==> config.mk <==
export PLATFORM = sky130hd
export DESIGN_NAME = uart_tx_arbiter
export DESIGN_NICKNAME = d
export VERILOG_FILES = /design/src/rtl/uart_tx_arbiter.sv
export SDC_FILE = /design/constraint.sdc
export NUM_CORES = 1
export LEC_CHECK = 0
export ABC_CLOCK_PERIOD_IN_PS = 1800
export CORE_MARGIN = 3
export CORE_UTILIZATION = 46
export DETAILED_ROUTE_END_ITERATION = 6
export PLACE_DENSITY = 0.76
export REMOVE_ABC_BUFFERS = 1
export SYNTH_ARGS = -nofsm -noshare
export SYNTH_HDL_FRONTEND = slang
export SYNTH_SLANG_ARGS = --single-unit
==> constraint.sdc <==
create_clock -name clk -period 1.8 [get_ports clk]
set_input_delay 0.27 -clock clk [delete_from_list [all_inputs] [get_ports clk]]
set_output_delay 0.27 -clock clk [all_outputs]
set_load 0.02 [all_outputs]
==> src/rtl/uart_tx_arbiter.sv <==
// Round-robin, packet-granular arbiter that shares one UART transmitter among N_REQ byte streams.
// A granted requester keeps the UART until its last byte, or until it idles past HOLD_TIMEOUT cycles.
module uart_tx_arbiter #(
    parameter int N_REQ        = 3,
    parameter int HOLD_TIMEOUT = 65535,
    parameter int TO_W         = 16
) (
    input  logic                     clk,
    input  logic                     reset,
    input  logic [N_REQ-1:0]         req_valid,
    input  logic [8*N_REQ-1:0]       req_data,
    input  logic [N_REQ-1:0]         req_last,
    output logic [N_REQ-1:0]         req_ready,
    output logic                     start,
    output logic [7:0]               din_tx,
    input  logic                     done,
    output logic [$clog2(N_REQ)-1:0] grant_id,
    output logic                     busy,
    output logic                     timeout_err
);
    localparam int GW = $clog2(N_REQ);
    localparam logic [TO_W-1:0]  TO_LAST  = TO_W'(HOLD_TIMEOUT - 1);
    localparam logic [GW-1:0]    LAST_IDX = GW'(N_REQ - 1);
    localparam logic [N_REQ-1:0] ONE_HOT0 = {{(N_REQ-1){1'b0}}, 1'b1};

    typedef enum logic [2:0] {S_IDLE, S_LOAD, S_START, S_WAIT, S_HOLD} state_t;

    state_t            state_reg, state_next;
    logic [GW-1:0]     grant_id_reg, grant_id_next;
    logic [GW-1:0]     last_grant_reg, last_grant_next;
    logic              busy_reg, busy_next;
    logic [N_REQ-1:0]  req_ready_reg, req_ready_next;
    logic              start_reg, start_next;
    logic [7:0]        din_tx_reg, din_tx_next;
    logic              last_flag_reg, last_flag_next;
    logic              timeout_err_reg, timeout_err_next;
    logic [TO_W-1:0]   to_cnt_reg, to_cnt_next;

    logic [7:0]        req_bytes [N_REQ];
    logic [GW-1:0]     pick_id;
    logic [GW-1:0]     scan_idx;

    genvar gi;
    generate
        for (gi = 0; gi < N_REQ; gi++) begin : g_unpack
            assign req_bytes[gi] = req_data[8*gi +: 8];
        end
    endgenerate

    // Scan from the farthest offset down so the nearest requester after last_grant wins.
    always_comb begin
        pick_id  = '0;
        scan_idx = '0;
        for (int off = N_REQ; off >= 1; off--) begin
            scan_idx = GW'((int'(last_grant_reg) + off) % N_REQ);
            if (req_valid[scan_idx]) begin
                pick_id = scan_idx;
            end
        end
    end

    always_comb begin
        state_next       = state_reg;
        grant_id_next    = grant_id_reg;
        last_grant_next  = last_grant_reg;
        busy_next        = busy_reg;
        req_ready_next   = '0;
        start_next       = 1'b0;
        din_tx_next      = din_tx_reg;
        last_flag_next   = last_flag_reg;
        timeout_err_next = 1'b0;
        to_cnt_next      = to_cnt_reg;
        case (state_reg)
            S_IDLE: begin
                if (|req_valid) begin
                    grant_id_next  = pick_id;
                    busy_next      = 1'b1;
                    req_ready_next = ONE_HOT0 << pick_id;
                    state_next     = S_LOAD;
                end
            end
            S_LOAD: begin
                din_tx_next    = req_bytes[grant_id_reg];
                last_flag_next = req_last[grant_id_reg];
                start_next     = 1'b1;
                state_next     = S_START;
            end
            S_START: begin
                state_next = S_WAIT;
            end
            S_WAIT: begin
                if (done) begin
                    if (last_flag_reg) begin
                        last_grant_next = grant_id_reg;
                        busy_next       = 1'b0;
                        state_next      = S_IDLE;
                    end else begin
                        to_cnt_next = '0;
                        state_next  = S_HOLD;
                    end
                end
            end
            S_HOLD: begin
                if (req_valid[grant_id_reg]) begin
                    req_ready_next = ONE_HOT0 << grant_id_reg;
                    state_next     = S_LOAD;
                end else if (to_cnt_reg == TO_LAST) begin
                    timeout_err_next = 1'b1;
                    last_grant_next  = grant_id_reg;
                    busy_next        = 1'b0;
                    state_next       = S_IDLE;
                end else begin
                    to_cnt_next = to_cnt_reg + 1'b1;
                end
            end
            default: begin
                state_next = S_IDLE;
            end
        endcase
    end

    always_ff @(posedge clk or posedge reset) begin
        if (reset) begin
            state_reg       <= S_IDLE;
            grant_id_reg    <= '0;
            last_grant_reg  <= LAST_IDX;
            busy_reg        <= 1'b0;
            req_ready_reg   <= '0;
            start_reg       <= 1'b0;
            din_tx_reg      <= '0;
            last_flag_reg   <= 1'b0;
            timeout_err_reg <= 1'b0;
            to_cnt_reg      <= '0;
        end else begin
            state_reg       <= state_next;
            grant_id_reg    <= grant_id_next;
            last_grant_reg  <= last_grant_next;
            busy_reg        <= busy_next;
            req_ready_reg   <= req_ready_next;
            start_reg       <= start_next;
            din_tx_reg      <= din_tx_next;
            last_flag_reg   <= last_flag_next;
            timeout_err_reg <= timeout_err_next;
            to_cnt_reg      <= to_cnt_next;
        end
    end

    assign req_ready   = req_ready_reg;
    assign start       = start_reg;
    assign din_tx      = din_tx_reg;
    assign grant_id    = grant_id_reg;
    assign busy        = busy_reg;
    assign timeout_err = timeout_err_reg;
endmodule

; Word level (Yosys, flattened, before mapping)
; Index checks and enable logic that the tools add are counted.
[op_classes]
order_cmp = 5
n_mux = 45
bitwise = 1
shifts = 2
n_div = 3
eq_ne = 13
n_reduce_logical = 9
add_sub_neg = 4
[op_table]
columns = operator, count
row1 = 32-bit by 3-bit modulo with 32-bit output (second input constant), 3
row2 = 16-bit 2-to-1 mux, 4
row3 = 16-bit case mux with 2 select lines, 1
row4 = 3-bit 2-to-1 mux, 7
row5 = 16-bit by 1-bit adder with 16-bit output (second input constant), 1
row6 = 8-bit binary-select mux with 2-bit select, 1
row7 = 16-bit equality test (second input constant), 1
row8 = 8-bit 2-to-1 mux, 2
row9 = 3-bit case mux with 5 select lines, 1
row10 = 1-bit 2-to-1 mux, 14
row11 = 2-bit 2-to-1 mux, 7
row12 = 2-bit inequality test (second input constant), 7
row13 = 2-bit by 3-bit less-than comparator with 1-bit output (second input constant), 4
row14 = 1-bit binary-select mux with 2-bit select, 5
row15 = 5-bit AND reduction, 2
row16 = 2-bit by 2-bit adder with 3-bit output (second input constant), 2
row17 = 3-bit by 2-bit equality test with 1-bit output (second input constant), 2
row18 = 3-bit case mux with 2 select lines, 1
row19 = 6-bit AND reduction, 1
row20 = 1-bit by 2-bit left shift with 3-bit output (first input constant), 2
row21 = 2-bit case mux with 2 select lines, 1
row22 = 2-bit by 1-bit adder with 3-bit output (second input constant), 1
row23 = 3-bit by 1-bit equality test with 1-bit output (second input constant), 1
row24 = 3-bit equality test (second input constant), 1
row25 = other kinds (10), 10
[word_totals]
elab_cells = 92
regBits = 38
output_inout_bits = 16
in_bits = 33

; Depth between registers and ports, before layout
; Gate-level depths: netlist of run 1.
[logic_depth]
depth_word = 10
ltp_mapped = 9
mapped_depth_nobuf = 7

; Worst setup path after synthesis of run 1
; No wires, ideal clock.
[synth_path]
kind = register -> register
from = reg grant_id_reg[0] (netlist: grant_id[0])
to = reg to_cnt_reg[2]
path_stages_with_launch = 7
setup_ns = 0.126
n_path_buf = 2
required_time_ns = 1.674
arrival_time_ns = 1.736
slack_ns = -0.062
path_cell_list = dfrtp_1 -> clkbuf_1 -> mux2i_1 -> o211ai_1 -> nor2_1 -> clkbuf_1 -> a221o_1
[synth_via]
elab_chain_len = 4
[synth_lines]
columns = item, line_no
row1 = "start, declared", 29  ; logic [GW-1:0] grant_id_reg, grant_id_next;
row2 = "start signal, assigned", 136  ; grant_id_reg <= grant_id_next;
row3 = 1-bit binary-select mux with 2-bit select, 104  ; if (req_valid[grant_id_reg]) begin
row4 = 1-bit 2-to-1 mux (not written as such), 104
row5 = 2-bit inequality test (no line), -
row6 = 5-bit AND reduction (no line), -
row7 = "end signal, assigned", 144  ; to_cnt_reg <= to_cnt_next;
row8 = "end, declared", 37  ; logic [TO_W-1:0] to_cnt_reg, to_cnt_next;
; Every way passes these cells. The select of a mux whose other input is x is not followed.
; A chain may end at the register's enable or synchronous reset.

; Worst setup path after layout of run 1
[layout_path]
from = reg to_cnt_reg[0]
to = reg to_cnt_reg[14]
[layout_via]
elab_chain_len = 4
elab_cells_between_ends = 7
classes_between = add/sub: 1 / eq/ne: 2 / mux: 3 / reduce/logical: 1
[layout_lines]
columns = item, line_no
row1 = 16-bit by 1-bit adder with 16-bit output, 113  ; to_cnt_next = to_cnt_reg + 1'b1;
row2 = 16-bit 2-to-1 mux, 107  ; end else if (to_cnt_reg == TO_LAST) begin
row3 = 16-bit 2-to-1 mux, 104
row4 = 16-bit case mux with 2 select lines, 73  ; case (state_reg)
; Several ways; a longest one is shown, not always the timed one. The select of a mux whose other input is x is not followed.

==> flow_summary.ini, run 1 <==
[cells_and_area]
final_core_util_pct = 72.9
largest_reg_flops = 16
area_delta_synth_final_pct = 46.6
share_of_layout_cells_above_drive_strength_1_pct = 23.7
num_antenna_cells = 0
fillCellCount = 368
fin_nets = 372

[detailed_routing]
vias = 2257
route.detailed.drc = 0
wire_per_inst_um = 15.5
final_antenna_net_count = 0
drt-vias-per-instance = 5.66
count_of_routing_violations_after_the_opening_detailed_route_iteration = 166
detailed_routing_iterations_pass_1 = 4
totalWireLength_um = 6170

[die]
starting_density_pct = 49.7
placement_rows = 24
io_pins = 49
core_region_area_um2 = 4560
chipHeight_um = 76.2
dieArea_um2 = 5810
die_extent_in_x_um = 76.2

[sta]
worst_slew_margin_rel_pct = 74.0
rsz0062_at_grt = yes
final-hold-violation-count = 0
final_critical_path_setup_slack_ns = -0.000867
period_needed_ns = 1.80
max_slew.worst_pin.slew_ns = 0.390
period_utilization_pct = 100
timing.final.max_slew_violations = 0
finalHoldWorstSlack_ns = 0.329
finalClockSkew_ns = 0.00503
finalSetupTns_ns = -0.000867
final-setup-viol-count = 1
max_freq_mhz = 555

[power_and_ir_drop]
power_density_over_the_cells_nw_per_um2 = 1140
vdd.ir_drop.worst_uv = 800
pwr-share-seq_pct = 32.1
switching_part_of_the_total_pct = 38.7
netSwitchingPower_mw = 1.47
p_clk_share_pct = 16.1
intPower_mw = 2.33
p_comb_share_pct = 51.7
power_mw = 3.81
leakage_nw = 1.44

[global_routing]
first_global_vias = 2354
grt_use_met3_pct = 3.55
grt_pass1_wl_um = 10700
grt_util_met1_pct = 28.3
grt_start_max_net_pins = 39
global_route.overflow_total = 0
globalRoute.busiestLayer = met2
grt_use_met2_pct = 37.6
grtUsageTotal_pct = 22.4
number_of_antenna_violations_at_the_first_check_in_global_routing = 0

[synth]
synthFlopType = dfrtp_1
synth_cell_type_count = 52
synth_area_um2 = 2270
syn-mean-instance-area_um2 = 9.49
netlist_instances = 239
ys_seq_elements = 38
synth.yosys.seq_area_share_pct = 42.0
synth_async_sr_flop_share_pct = 100
number_of_flops_mapped_to_enable_cells_by_yosys = 0
synth_warnings = 0

[clock_tree]
clkSlewWorstSetupHoldPaths_ns = 0.08
maximum_level_of_the_cts_h_tree = 2
cts-buffers-inserted = 5
ctsLongestPathBuffers = 2
ctsRootBufferMaster = clkbuf_8
tritoncts = yes
cts_sinks = 38
clk-insertion-delay-late_ns = 0.29

[flow_run]
max_cap_violations = 0

[setup_path]
r2r_cells = 8
cp.arrival_ns = 2.01
worst_ep_required_time_ns = 2.01
cp_max_fo = 14
worstSetupEndpointType = flop
timing.rr.start = to_cnt_reg[0]$_DFFE_PP0P_
worst_setup_path_start_kind = flop
timing.reg2reg.setup_slack_ns = -0.0009
worst-setup-path-type = reg2reg
crit_path_to = to_cnt_reg[14]$_DFFE_PP0P_
critPathLaunch = to_cnt_reg[0]$_DFFE_PP0P_
rr_endpoint = to_cnt_reg[14]$_DFFE_PP0P_

[placement]
buffer_ports.inserted = 48
finalWeightedCongestion = 0.825
detailedPlacementHpwl_um = 4520

[worst_hold_path]
hold_class = in2async

[outcome]
failed_checks = negative setup slack
status = finished with violations
-- power groups by stage --
stage                     registers [mW]  clock network (mW)  logic [mW]
after global routing                1.26               0.652        2.15
final                               1.22               0.615        1.97
after global placement              1.23                   0        1.86
after floorplan                     1.48                   0       0.812
after CTS                           1.22               0.621        1.94
after detailed placement            1.24                   0        1.91
-- layout by cell type, fill, tap and decap left out, types with 3 or more instances in the layout --
master and count:
clkdlybuf4s50_1 46, inv_1 10, dfrtp_1 37, ha_1 4, o31ai_1 3, mux2i_1 14
nand2b_1 4, o21ai_0 4, nor3_1 11, clkbuf_8 6, nor4_1 9, a221o_1 12
nand2_1 11, nand4_1 8, nor2_1 24, nand3_1 5, a21oi_1 19, buf_4 48
nor2b_1 4
-- worst max-delay path, cell delays in order (launching register included) --
cell	delay (ns)
dfrtp_1	0.38
inv_1	0.06
ha_1	0.14
nand4_1	0.11
or4_4	0.49
a21boi_4	0.17
buf_12	0.16
inv_4	0.04
o221ai_2	0.16
-- logic make-up after synthesis --
kind of cell	after synthesis	synth area share [%]
and+or+nand+nor	96	23.2
AOI/OAI and AO/OA	60	19.9
DFF	38	42.0
buffers and inverters	23	4.58
muxes	15	6.67
adders and majority gates	6	3.31
xor gates and xnor gates	1	0.386
-- synthesized netlist by cell type (all sizes together), types with 2 or more instances --
library cell / n / share of area [%]
dfrtp: 37 / 41
nor2: 26 / 4.3
a21oi: 20 / 4.4
mux2i: 14 / 6.2
a221o: 12 / 5.3
inv: 12 / 2.1
nand2: 11 / 1.8
nor3: 11 / 2.4
nor4: 10 / 3.0
nand4: 9 / 3.1
clkbuf: 7 / 1.2
ha: 6 / 3.3
nand3: 6 / 1.3
o21ai: 6 / 1.3
buf: 4 / 1.3
nand2b: 4 / 1.1
nor2b: 4 / 1.1
and2: 3 / 0.83
o31ai: 3 / 0.99
or4: 3 / 1.2
and3: 2 / 0.55
o211ai: 2 / 0.66
o22ai: 2 / 0.55
o41ai: 2 / 0.77
or2: 2 / 0.55
-- timing repair --
item	CTS	global route
hold buffers	0	0
gates resized for setup	12	11
pin swaps	0	15
endpoints found under the hold margin	0	0
gates cloned	1	0
setup buffers	0	2
setup endpoints to repair	21	26
-- metrics by stage --
step | instances | setup WS (ns) | cell area, µm²
final | 399 | -0.000867 | 3330
after global routing | 399 | -0.126 | 3330
after floorplan | 228 | -0.606 | 2210
after CTS | 397 | -0.00778 | 3280
after detailed placement | 388 | -0.311 | 3150
after global placement | 388 | -0.227 | 3150
-- worst min path at each step --
stage                     depth (start not counted)             startpoint                         end  slack [ns]
after floorplan                                   2           req_valid[0]      req_ready[0]$_DFF_PP0_        0.44
after global placement                            2  din_tx[7]$_DFFE_PP0P_       din_tx[7]$_DFFE_PP0P_        0.51
after detailed placement                          2  din_tx[0]$_DFFE_PP0P_       din_tx[0]$_DFFE_PP0P_        0.52
after CTS                                         3                  reset       din_tx[4]$_DFFE_PP0P_        0.34
after global routing                              3                  reset   to_cnt_reg[5]$_DFFE_PP0P_        0.37
final                                             3                  reset  to_cnt_reg[13]$_DFFE_PP0P_        0.33
-- routing by layer --
layer / part of all wire [%] / up-vias / wire (µm)
met3: 3.9 / 11 / 240
met5: 0 / - / 0
met4: 2.0 / 0 / 121
li1: - / 1089 / -
met2: 49 / 55 / 3040
met1: 45 / 1102 / 2760
-- layout make-up --
class / instances / area, µm² / area share [%]
tap: 65 / 81.3 / 2.45
multi-input combinational: 178 / 1270 / 38.3
timing repair buffer: 98 / 878 / 26.4
inverter: 12 / 47.5 / 1.43
clock inverter: 1 / 5.00 / 0.150
clock buffer: 7 / 86.3 / 2.60
sequential: 38 / 952 / 28.6
Power figures use the tool's default switching activity.
==> inputs of run 2 (changes only) <==
- CTS_CLUSTER_SIZE: unset -> 20
- GPL_TIMING_DRIVEN: unset -> 0
==> run 2 against run 1 <==
  * The flow still finishes with violations (negative setup slack)
  * Cell count is 5.5% lower
  * Maximum frequency shrank 9.0%
  * Clock-buffer cell count unchanged
  * Worst setup slack got worse by 0.18 ns
  * Critical endpoint is now to_cnt_reg[0]$_DFFE_PP0P_
==> flow_summary.ini, run 2 (synthesized netlist as in run 1, its figures left out) <==
[detailed_routing]
totalWireLength_um = 6110
detailed_routing_iterations_pass_1 = 5
final_antenna_net_count = 0
wire_per_inst_um = 16.2
vias = 2229
drt-vias-per-instance = 5.91
count_of_routing_violations_after_the_opening_detailed_route_iteration = 185
route.detailed.drc = 0

[flow_run]
max_cap_violations = 0

[clock_tree]
ctsLongestPathBuffers = 2
cts_sinks = 38
clk-insertion-delay-late_ns = 0.29
maximum_level_of_the_cts_h_tree = 2
clkSlewWorstSetupHoldPaths_ns = 0.08
cts-buffers-inserted = 5
ctsRootBufferMaster = clkbuf_8
tritoncts = yes
cts-hold-fix-buffers = 0

[sta]
period_utilization_pct = 110
finalHoldWorstSlack_ns = 0.427
final_critical_path_setup_slack_ns = -0.179
max_slew.worst_pin.slew_ns = 0.769
rsz0062_at_grt = yes
period_needed_ns = 1.98
max_freq_mhz = 505
finalSetupTns_ns = -2.31
timing.final.max_slew_violations = 0
final-setup-viol-count = 20
finalClockSkew_ns = 0.00968
worst_slew_margin_rel_pct = 48.6
final-hold-violation-count = 0

[cells_and_area]
layout_common_cells = clkdlybuf4s50_1, dfrtp_1, nor2_1, buf_4, a21oi_1
num_antenna_cells = 0
finalInstanceArea_um2 = 3290
area_delta_synth_final_pct = 45.2
share_of_layout_cells_above_drive_strength_1_pct = 23.7
largest_reg_flops = 16
final_common_cell = clkdlybuf4s50_1
fin_nets = 350
finalNonFillerCells = 377
final_core_util_pct = 72.1
fillCellCount = 328

[setup_path]
cp_max_fo = 5
worstSetupEndpointType = flop
worst-setup-path-type = reg2reg
worst_ep_required_time_ns = 2.01
cp.arrival_ns = 2.19
worst_setup_path_start_kind = flop

[global_routing]
grt_pass1_wl_um = 9270
first_global_vias = 1970
grt_start_max_net_pins = 39
number_of_antenna_violations_at_the_first_check_in_global_routing = 0
global_route.overflow_total = 0
grtUsageTotal_pct = 19.1

[die]
dieArea_um2 = 5810
io_pins = 49
core_region_area_um2 = 4560
die_extent_in_x_um = 76.2
placement_rows = 24
chipHeight_um = 76.2
starting_density_pct = 49.7

[placement]
buffer_ports.inserted = 48
place_ws_ns = -1.18
finalWeightedCongestion = 0.764
dpl-instance-area_um2 = 2770
placedCellCount = 341
detailedPlacementHpwl_um = 3660

[power_and_ir_drop]
vdd.ir_drop.worst_uv = 844
power_density_over_the_cells_nw_per_um2 = 1170
leakage_nw = 1.35
power_mw = 3.84

[worst_hold_path]
hold_class = in2async

[outcome]
status = finished with violations
failed_checks = negative setup slack
run 2: worst paths after layout:
| check | startpoint | end | slack [ns] | depth (start not counted) |
|---|---|---|---|---|
| hold / removal | reset | to_cnt_reg[7]$_DFFE_PP0P_ | 0.43 | 2 |
| setup / recovery | to_cnt_reg[0]$_DFFE_PP0P_ | to_cnt_reg[0]$_DFFE_PP0P_ | -0.18 | 8 |
| hold reg to reg | din_tx[1]$_DFFE_PP0P_ | din_tx[1]$_DFFE_PP0P_ | 0.53 | 2 |
| max in group asynchronous | reset | grant_id[0]$_DFFE_PP0P_ | 0.79 | 2 |
| setup reg to reg | to_cnt_reg[0]$_DFFE_PP0P_ | to_cnt_reg[0]$_DFFE_PP0P_ | -0.18 | 8 |
| min in group clk | din_tx[1]$_DFFE_PP0P_ | din_tx[1]$_DFFE_PP0P_ | 0.53 | 2 |
run 2: area by class of cell:
| type | count | area, µm² | share of cell area, % |
|---|---|---|---|
| clock buffers | 7 | 86.3 | 2.62 |
| clock inverters | 1 | 5.00 | 0.152 |
| inverters | 12 | 50.0 | 1.52 |
| multi-input cells | 178 | 1370 | 41.6 |
| flip-flops and latches | 38 | 966 | 29.3 |
| repair buffers | 76 | 734 | 22.3 |
| well taps | 65 | 81.3 | 2.47 |
run 2: critical path, cell delays in order, from the launching register on:
cell and delay, ns:
dfrtp_2 0.43, inv_2 0.07, ha_4 0.12, nand4_1 0.13
or4_4 0.50, a21boi_4 0.28, buf_12 0.16, inv_6 0.03
mux2i_1 0.16
run 2: where the power goes:
part	leakage [nW]	internal (mW)	switching, mW
Clock	0.0482	0.309	0.305
Combinational	0.825	0.948	0.969
Sequential	0.473	1.10	0.212
Total	1.35	2.35	1.49
run 2: what timing repair did:
action	4_1_cts	5_1_grt
pin swaps	4	9
setup endpoints to repair	34	27
cloned	0	2
resized for setup	13	35
hold endpoints to repair	0	0
buffers inserted	8	18
run 2: routing by layer:
layer | up-vias | wire [µm] | global-route usage, %
met4 | 0 | 144 | 5.80
met1 | 1059 | 2670 | 26.2
met5 | - | 0 | 0
met3 | 16 | 440 | 4.49
li1 | 1054 | - | -
met2 | 100 | 2860 | 30.0
